### config.mk
export PLATFORM = sky130hd
export DESIGN_NAME = cam_lru
export DESIGN_NICKNAME = d
export VERILOG_FILES = /design/src/rtl/cam_pkg.sv /design/src/rtl/cam_lru_age.sv /design/src/rtl/cam_lru.sv
export SDC_FILE = /design/constraint.sdc
export NUM_CORES = 1
export LEC_CHECK = 0
export BUFFER_PORTS_ARGS = -buffer_cell sky130_fd_sc_hd__clkbuf_2
export CORE_MARGIN = 8
export CORE_UTILIZATION = 40
export CTS_CLUSTER_DIAMETER = 80
export DETAILED_ROUTE_END_ITERATION = 10
export GPL_ROUTABILITY_DRIVEN = 0
export PLACE_DENSITY = 0.64
export SLEW_MARGIN = 25
export SYNTH_ARGS = -nofsm -noshare
export SYNTH_HDL_FRONTEND = slang
export SYNTH_SLANG_ARGS = --single-unit
### constraint.sdc
create_clock -name clk -period 7.2 [get_ports clk]
set_input_delay 0.36 -clock clk [delete_from_list [all_inputs] [get_ports clk]]
set_output_delay 0.36 -clock clk [all_outputs]
set_load 0.005 [all_outputs]
### src/rtl/cam_pkg.sv
// Shared types and constants for the LRU-replacement CAM.
package cam_pkg;

   typedef enum logic [0:0] {
      CAM_IDLE  = 1'b0,
      CAM_FLUSH = 1'b1
   } cam_state_e;

   localparam int STATS_W = 32;

endpackage

### src/rtl/cam_lru_age.sv
// Per-entry age permutation; age 0 is MRU, age WORDS-1 is LRU.
// Two touch ports are applied in order: port a (lookup hit), then port b (fill).
module cam_lru_age #(
   parameter int WORDS = 8
) (
   input  logic                     clk,
   input  logic                     rst,
   input  logic                     touch_a,
   input  logic [$clog2(WORDS)-1:0] idx_a,
   input  logic                     touch_b,
   input  logic [$clog2(WORDS)-1:0] idx_b,
   output logic [$clog2(WORDS)-1:0] lru_idx
);

   localparam int IW = $clog2(WORDS);

   logic [IW-1:0] age_q [WORDS];
   logic [IW-1:0] age_m [WORDS];
   logic [IW-1:0] age_d [WORDS];
   logic [IW-1:0] old_a;
   logic [IW-1:0] old_b;

   always_comb begin
      old_a = age_q[idx_a];
      for (int i = 0; i < WORDS; i++) begin
         age_m[i] = age_q[i];
         if (touch_a) begin
            if (IW'(i) == idx_a)
               age_m[i] = '0;
            else if (age_q[i] < old_a)
               age_m[i] = age_q[i] + 1'b1;
         end
      end
      // the fill sees the lookup's update so it ends up MRU
      old_b = age_m[idx_b];
      for (int i = 0; i < WORDS; i++) begin
         age_d[i] = age_m[i];
         if (touch_b) begin
            if (IW'(i) == idx_b)
               age_d[i] = '0;
            else if (age_m[i] < old_b)
               age_d[i] = age_m[i] + 1'b1;
         end
      end
   end

   always_comb begin
      lru_idx = '0;
      for (int i = 0; i < WORDS; i++)
         if (age_q[i] == IW'(WORDS - 1))
            lru_idx = IW'(i);
   end

   always_ff @(posedge clk) begin
      if (rst) begin
         for (int i = 0; i < WORDS; i++)
            age_q[i] <= IW'(i);
      end else begin
         for (int i = 0; i < WORDS; i++)
            age_q[i] <= age_d[i];
      end
   end

endmodule

### src/rtl/cam_lru.sv
// Content-addressable tag/data store with LRU replacement and sequential flush.
// Optional CAM_LRU_STATS_EN adds saturating hit/miss lookup counters.
module cam_lru
   import cam_pkg::*;
#(
   parameter int WORDS  = 8,
   parameter int BITS   = 8,
   parameter int TAG_SZ = 8
) (
   input  logic                     clk,
   input  logic                     rst,
   input  logic                     lookup,
   input  logic [TAG_SZ-1:0]        check_tag,
   output logic [BITS-1:0]          data,
   output logic                     found_it,
   output logic [$clog2(WORDS)-1:0] hit_index,
   input  logic                     fill,
   input  logic [TAG_SZ-1:0]        new_tag,
   input  logic [BITS-1:0]          wdata,
   input  logic                     inval,
   input  logic                     flush,
   output logic                     busy
`ifdef CAM_LRU_STATS_EN
   ,
   output logic [STATS_W-1:0]       hit_count,
   output logic [STATS_W-1:0]       miss_count
`endif
);

   localparam int IW = $clog2(WORDS);

   logic [TAG_SZ-1:0] tag_mem  [WORDS];
   logic [BITS-1:0]   data_mem [WORDS];

   logic [WORDS-1:0]  valid_q, valid_d;
   cam_state_e        state_q;
   logic [IW-1:0]     flush_idx_q;
   logic              busy_q;

   logic [BITS-1:0]   data_q, data_d;
   logic              found_q, found_d;
   logic [IW-1:0]     hidx_q, hidx_d;

   logic              idle;
   logic              lk_hit, fm_hit, free_found;
   logic [IW-1:0]     lk_idx, fm_idx, free_idx, fill_idx, lru_idx;
   logic              do_hit, do_fill, do_inval;

   assign idle = (state_q == CAM_IDLE);

   always_comb begin
      lk_hit     = 1'b0;
      lk_idx     = '0;
      fm_hit     = 1'b0;
      fm_idx     = '0;
      free_found = 1'b0;
      free_idx   = '0;
      for (int i = 0; i < WORDS; i++) begin
         if (!lk_hit && valid_q[i] && tag_mem[i] == check_tag) begin
            lk_hit = 1'b1;
            lk_idx = IW'(i);
         end
         if (!fm_hit && valid_q[i] && tag_mem[i] == new_tag) begin
            fm_hit = 1'b1;
            fm_idx = IW'(i);
         end
         if (!free_found && !valid_q[i]) begin
            free_found = 1'b1;
            free_idx   = IW'(i);
         end
      end
   end

   // flush beats fill beats inval; nothing is accepted mid-flush
   assign do_hit   = idle && lookup && lk_hit;
   assign do_fill  = idle && fill && !flush;
   assign do_inval = idle && inval && !flush && !fill && fm_hit;
   assign fill_idx = fm_hit ? fm_idx : (free_found ? free_idx : lru_idx);

   always_comb begin
      valid_d = valid_q;
      if (do_fill)
         valid_d[fill_idx] = 1'b1;
      if (do_inval)
         valid_d[fm_idx] = 1'b0;
      if (state_q == CAM_FLUSH)
         valid_d[flush_idx_q] = 1'b0;
   end

   always_comb begin
      data_d  = '0;
      found_d = 1'b0;
      hidx_d  = hidx_q;
      if (do_hit) begin
         data_d  = data_mem[lk_idx];
         found_d = 1'b1;
         hidx_d  = lk_idx;
      end
   end

   always_ff @(posedge clk) begin
      if (do_fill) begin
         tag_mem[fill_idx]  <= new_tag;
         data_mem[fill_idx] <= wdata;
      end
   end

   always_ff @(posedge clk) begin
      if (rst) begin
         valid_q <= '0;
         data_q  <= '0;
         found_q <= 1'b0;
         hidx_q  <= '0;
      end else begin
         valid_q <= valid_d;
         data_q  <= data_d;
         found_q <= found_d;
         hidx_q  <= hidx_d;
      end
   end

   always_ff @(posedge clk) begin
      if (rst) begin
         state_q     <= CAM_IDLE;
         flush_idx_q <= '0;
         busy_q      <= 1'b0;
      end else begin
         case (state_q)
            CAM_IDLE: begin
               if (flush) begin
                  state_q     <= CAM_FLUSH;
                  flush_idx_q <= '0;
                  busy_q      <= 1'b1;
               end
            end
            CAM_FLUSH: begin
               if (flush_idx_q == IW'(WORDS - 1)) begin
                  state_q     <= CAM_IDLE;
                  flush_idx_q <= '0;
                  busy_q      <= 1'b0;
               end else begin
                  flush_idx_q <= flush_idx_q + 1'b1;
               end
            end
            default: begin
               state_q     <= CAM_IDLE;
               flush_idx_q <= '0;
               busy_q      <= 1'b0;
            end
         endcase
      end
   end

   cam_lru_age #(.WORDS(WORDS)) u_age (
      .clk     (clk),
      .rst     (rst),
      .touch_a (do_hit),
      .idx_a   (lk_idx),
      .touch_b (do_fill),
      .idx_b   (fill_idx),
      .lru_idx (lru_idx)
   );

   assign data      = data_q;
   assign found_it  = found_q;
   assign hit_index = hidx_q;
   assign busy      = busy_q;

`ifdef CAM_LRU_STATS_EN
   logic [STATS_W-1:0] hit_cnt_q, hit_cnt_d;
   logic [STATS_W-1:0] miss_cnt_q, miss_cnt_d;

   always_comb begin
      hit_cnt_d  = hit_cnt_q;
      miss_cnt_d = miss_cnt_q;
      if (idle && lookup) begin
         if (lk_hit) begin
            if (hit_cnt_q != '1)
               hit_cnt_d = hit_cnt_q + 1'b1;
         end else if (miss_cnt_q != '1) begin
            miss_cnt_d = miss_cnt_q + 1'b1;
         end
      end
   end

   always_ff @(posedge clk) begin
      if (rst) begin
         hit_cnt_q  <= '0;
         miss_cnt_q <= '0;
      end else begin
         hit_cnt_q  <= hit_cnt_d;
         miss_cnt_q <= miss_cnt_d;
      end
   end

   assign hit_count  = hit_cnt_q;
   assign miss_count = miss_cnt_q;
`endif

endmodule

==> impl_metrics.tcl <==
set metrics [dict create \
    period_minus_slack_ns 6.15 \
    drt_wl_total_microns 33500 \
    ios 43 \
    fin_crit_sh_pct 85.4 \
    crit_path_start_kind "flip-flop" \
    critPathMaxFanout 18 \
    final_area_sq_um 12200 \
    cp_num_cells 23 \
    yosysUniqueCellTypes 86 \
    path_cells "xnor2_1, nand4_1, nor3_1, or4b_1, a21oi_2, buf_4, a22oi_1, nand4_1, o21ai_1, ha_1, nand2_1, o211ai_1, nor3_1, a22o_1, o211ai_1, o211ai_1, o21ai_0, buf_4, ha_1, or3_1, o22ai_1, o21ai_0, a21o_1" \
    cts.reportedPaths.clkPinSlew_ns 0.08 \
    ys_seq_area_share_pct 43.8 \
    crit_top_cell "o211ai_1" \
    die_w_microns 182 \
    worstPathRequired_ns 7.54 \
    post_cts_buffers 0 \
    root_buffer "clkbuf_16" \
    grt_pass1_wl_microns 51900 \
    syn_avg_cell_area_sq_um 10.1 \
    critPathBufInv 2 \
    synth_edf_count 128 \
    dp_hpwl_microns 24600 \
    rrSetupSlack_ns 1.05 \
    cts_tree "yes" \
    cts_num_sinks 177 \
    crit_arrival_ns 6.49 \
    drt_iter0_markers 1082 \
    finalSetupViolations 0 \
    core_sq_um 27000 \
    hold_viol 0 \
    numPortBuffers 42 \
    reg2reg_depth 23 \
    synthFlopType "edfxtp_1" \
    first_global_vias 8894 \
    ant_nets 0 \
    via_per_inst 6.19 \
    dieArea_sq_um 33100 \
    crit_start "tag_mem[7][0]" \
    worstSetupEndpointType "flip-flop" \
    syn-num-nets 1152 \
    cts_htree_levels 4 \
    grt_max_degree 40 \
    report.final.slew_viol_count 0 \
    initial_utilization_pct 40.8 \
    cts_buffers 17 \
    skew_ns 0.0157 \
    worst_ir_drop_vdd_mv 0.160 \
    clk-insertion-delay-late_ns 0.45 \
    post-place-ws_ns 0.684 \
    drt_first_pass_iters 6 \
    async_reset_ff_share_pct 0 \
    worst_pin_slew_ns 0.922 \
    yosysWarnings 0 \
    area_growth_syn_to_layout_pct 10.9 \
    hold_path.class "input pin to flip-flop" \
    ctsResizeCount 0 \
    critical-path-top-delay-family "compound AO/OA/AOI/OAI gates" \
    cap_violations 0 \
    diodes 0 \
    syn-instance-count 1089 \
    drive_gt1_share_pct 13.6 \
    slew_headroom_pct 37.7 \
    worst-setup-path-type "flip-flop to flip-flop" \
    rows 60 \
    p_leak_uw 0.00410 \
    r2r_end "u_age.age_q[2][1]" \
    wl_per_cell_microns 22.6 \
    clk_path_buf_depth 2 \
    fin_util_pct 45.3 \
    rsz0062_at_grt "false" \
    dieHeight_microns 182 \
    slowest_delay_ns 0.56 \
    finalSetupTns_ns 0 \
    dpl_cell_area_sq_um 11600 \
    setup_slack_ns 1.05 \
    crit_path_end "u_age.age_q[2][1]" \
    timing.rr.start "tag_mem[7][0]" \
    netlist_area_sq_um 11000 \
    vias 9142 \
    groute.usage.overall_pct 20.1 \
    route.detailed.drc 0 \
    fmax_mhz 163 \
    ys_ff_latch 177 \
    outcome "finished, final reports clean" \
    cts_hold_buffers 0 \
    antenna_found_initial 0 \
    power_density_nw_per_um2 184 \
    cpMaxStageDelayCell "or4b_1" \
    grt_overflow 0 \
    nets 1187 \
]
placed cells by master (no fill, tap or decap), types with 6 or more instances in the layout:
| master | synthesis | routed |
|---|---|---|
| a211oi_1 | 7 | 7 |
| a21o_1 | 9 | 9 |
| a21oi_1 | 49 | 47 |
| a221o_1 | 18 | 18 |
| a221oi_1 | 16 | 16 |
| a22o_1 | 7 | 7 |
| a22oi_1 | 6 | 6 |
| a31oi_1 | 10 | 9 |
| and2_1 | 7 | 7 |
| and3_1 | 7 | 7 |
| buf_4 | 2 | 25 |
| clkbuf_16 | 0 | 17 |
| clkbuf_2 | 0 | 42 |
| clkinv_8 | 0 | 6 |
| dfxtp_1 | 49 | 49 |
| edfxtp_1 | 128 | 128 |
| ha_1 | 33 | 33 |
| inv_1 | 22 | 22 |
| maj3_2 | 7 | 7 |
| mux2i_1 | 6 | 6 |
| nand2_1 | 94 | 94 |
| nand2b_1 | 14 | 14 |
| nand3_1 | 41 | 41 |
| nand4_1 | 28 | 28 |
| nor2_1 | 67 | 63 |
| nor2b_1 | 13 | 11 |
| nor3_1 | 57 | 55 |
| nor3b_1 | 7 | 7 |
| nor4_1 | 15 | 15 |
| o211ai_1 | 12 | 12 |
| o21a_1 | 9 | 9 |
| o21ai_0 | 42 | 41 |
| o221a_2 | 8 | 8 |
| o31ai_1 | 6 | 6 |
| or3_1 | 21 | 21 |
| xnor2_1 | 106 | 106 |
| xor2_1 | 28 | 28 |
cells by family (layout without fill, tap and decap cells):
group / Yosys count / after routing / share of synthesized area [%]
compound gates: 261 / 261 / 18.2
xor+xnor: 134 / 134 / 10.7
fa+ha+maj: 43 / 43 / 4.74
buf+inv: 73 / 121 / 3.47
flops: 177 / 177 / 43.8
mux: 7 / 7 / 0.648
simple gates: 394 / 394 / 18.4
metal layers:
layer	up-vias	wire [microns]	GRT usage, %
met5	-	0	0
met4	0	1320	8.79
met3	81	2540	3.41
met2	433	15100	31.6
met1	4416	14500	26.7
li1	4212	-	-
Yosys cell counts, types with 4 or more instances:
cell type / count / share of area (%)
edfxtp_1: 128 / 35
xnor2_1: 106 / 8.4
nand2_1: 94 / 3.2
nor2_1: 67 / 2.3
nor3_1: 57 / 2.6
a21oi_1: 49 / 2.2
dfxtp_1: 49 / 8.9
o21ai_0: 42 / 1.9
nand3_1: 41 / 1.9
ha_1: 33 / 3.8
clkbuf_1: 31 / 1.1
nand4_1: 28 / 1.6
xor2_1: 28 / 2.2
inv_1: 22 / 0.75
or3_1: 21 / 1.2
a221o_1: 18 / 1.6
a221oi_1: 16 / 1.3
nor4_1: 15 / 0.85
nand2b_1: 14 / 0.80
buf_6: 13 / 1.3
nor2b_1: 13 / 0.74
o211ai_1: 12 / 0.82
a31oi_1: 10 / 0.57
a21o_1: 9 / 0.61
o21a_1: 9 / 0.61
o221a_2: 8 / 0.82
a211oi_1: 7 / 0.48
a22o_1: 7 / 0.56
and2_1: 7 / 0.40
and3_1: 7 / 0.40
maj3_2: 7 / 0.72
nor3b_1: 7 / 0.48
a22oi_1: 6 / 0.41
mux2i_1: 6 / 0.55
o31ai_1: 6 / 0.41
o22ai_1: 5 / 0.28
or2_2: 5 / 0.28
a2111oi_0: 4 / 0.32
a21boi_0: 4 / 0.27
o21ai_1: 4 / 0.18
o21bai_1: 4 / 0.27
stage by stage:
step                std cells  total power [uW]  hold WS, ns
detailed placement       1446              1290        0.446
CTS                      1478              2250        0.189
global route             1478              2300        0.199
floorplan                1089              1240        0.448
finish                   1478              2240        0.197
global placement         1446              1280        0.442
worst min path at each step:
stage / start / to / depth (start not counted)
2_1_floorplan: hit_index[1] / hit_index[1] / 2
3_3_place_gp: hit_index[2] / hit_index[2] / 2
3_5_place_dp: hit_index[2] / hit_index[2] / 2
4_1_cts: wdata[0] / data_mem[5][0] / 1
5_1_grt: wdata[6] / data_mem[4][6] / 1
6_report: wdata[5] / data_mem[3][5] / 1
flip-flops by register name (all words and copies together), names as in the netlist:
name,flops
data_mem,64
state_q,1
data,8
busy,1
valid_q,8
flush_idx_q,3
hit_index,3
u_age.age_q,24
found_it,1
tag_mem,64
report_power, final:
part,internal [uW],switching [uW]
clock network,482,493
logic,56.4,102
registers,1100,10.3
cell type report:
type | count | area, sq um
flip-flops and latches | 177 | 4820
inverters | 22 | 82.6
fillers | 2490 | 14700
clock buffers | 17 | 425
repair buffers | 67 | 398
multi-input cells | 839 | 5840
well taps | 341 | 427
clock inverters | 15 | 206
No activity file was read; power rests on OpenSTA's default activity.
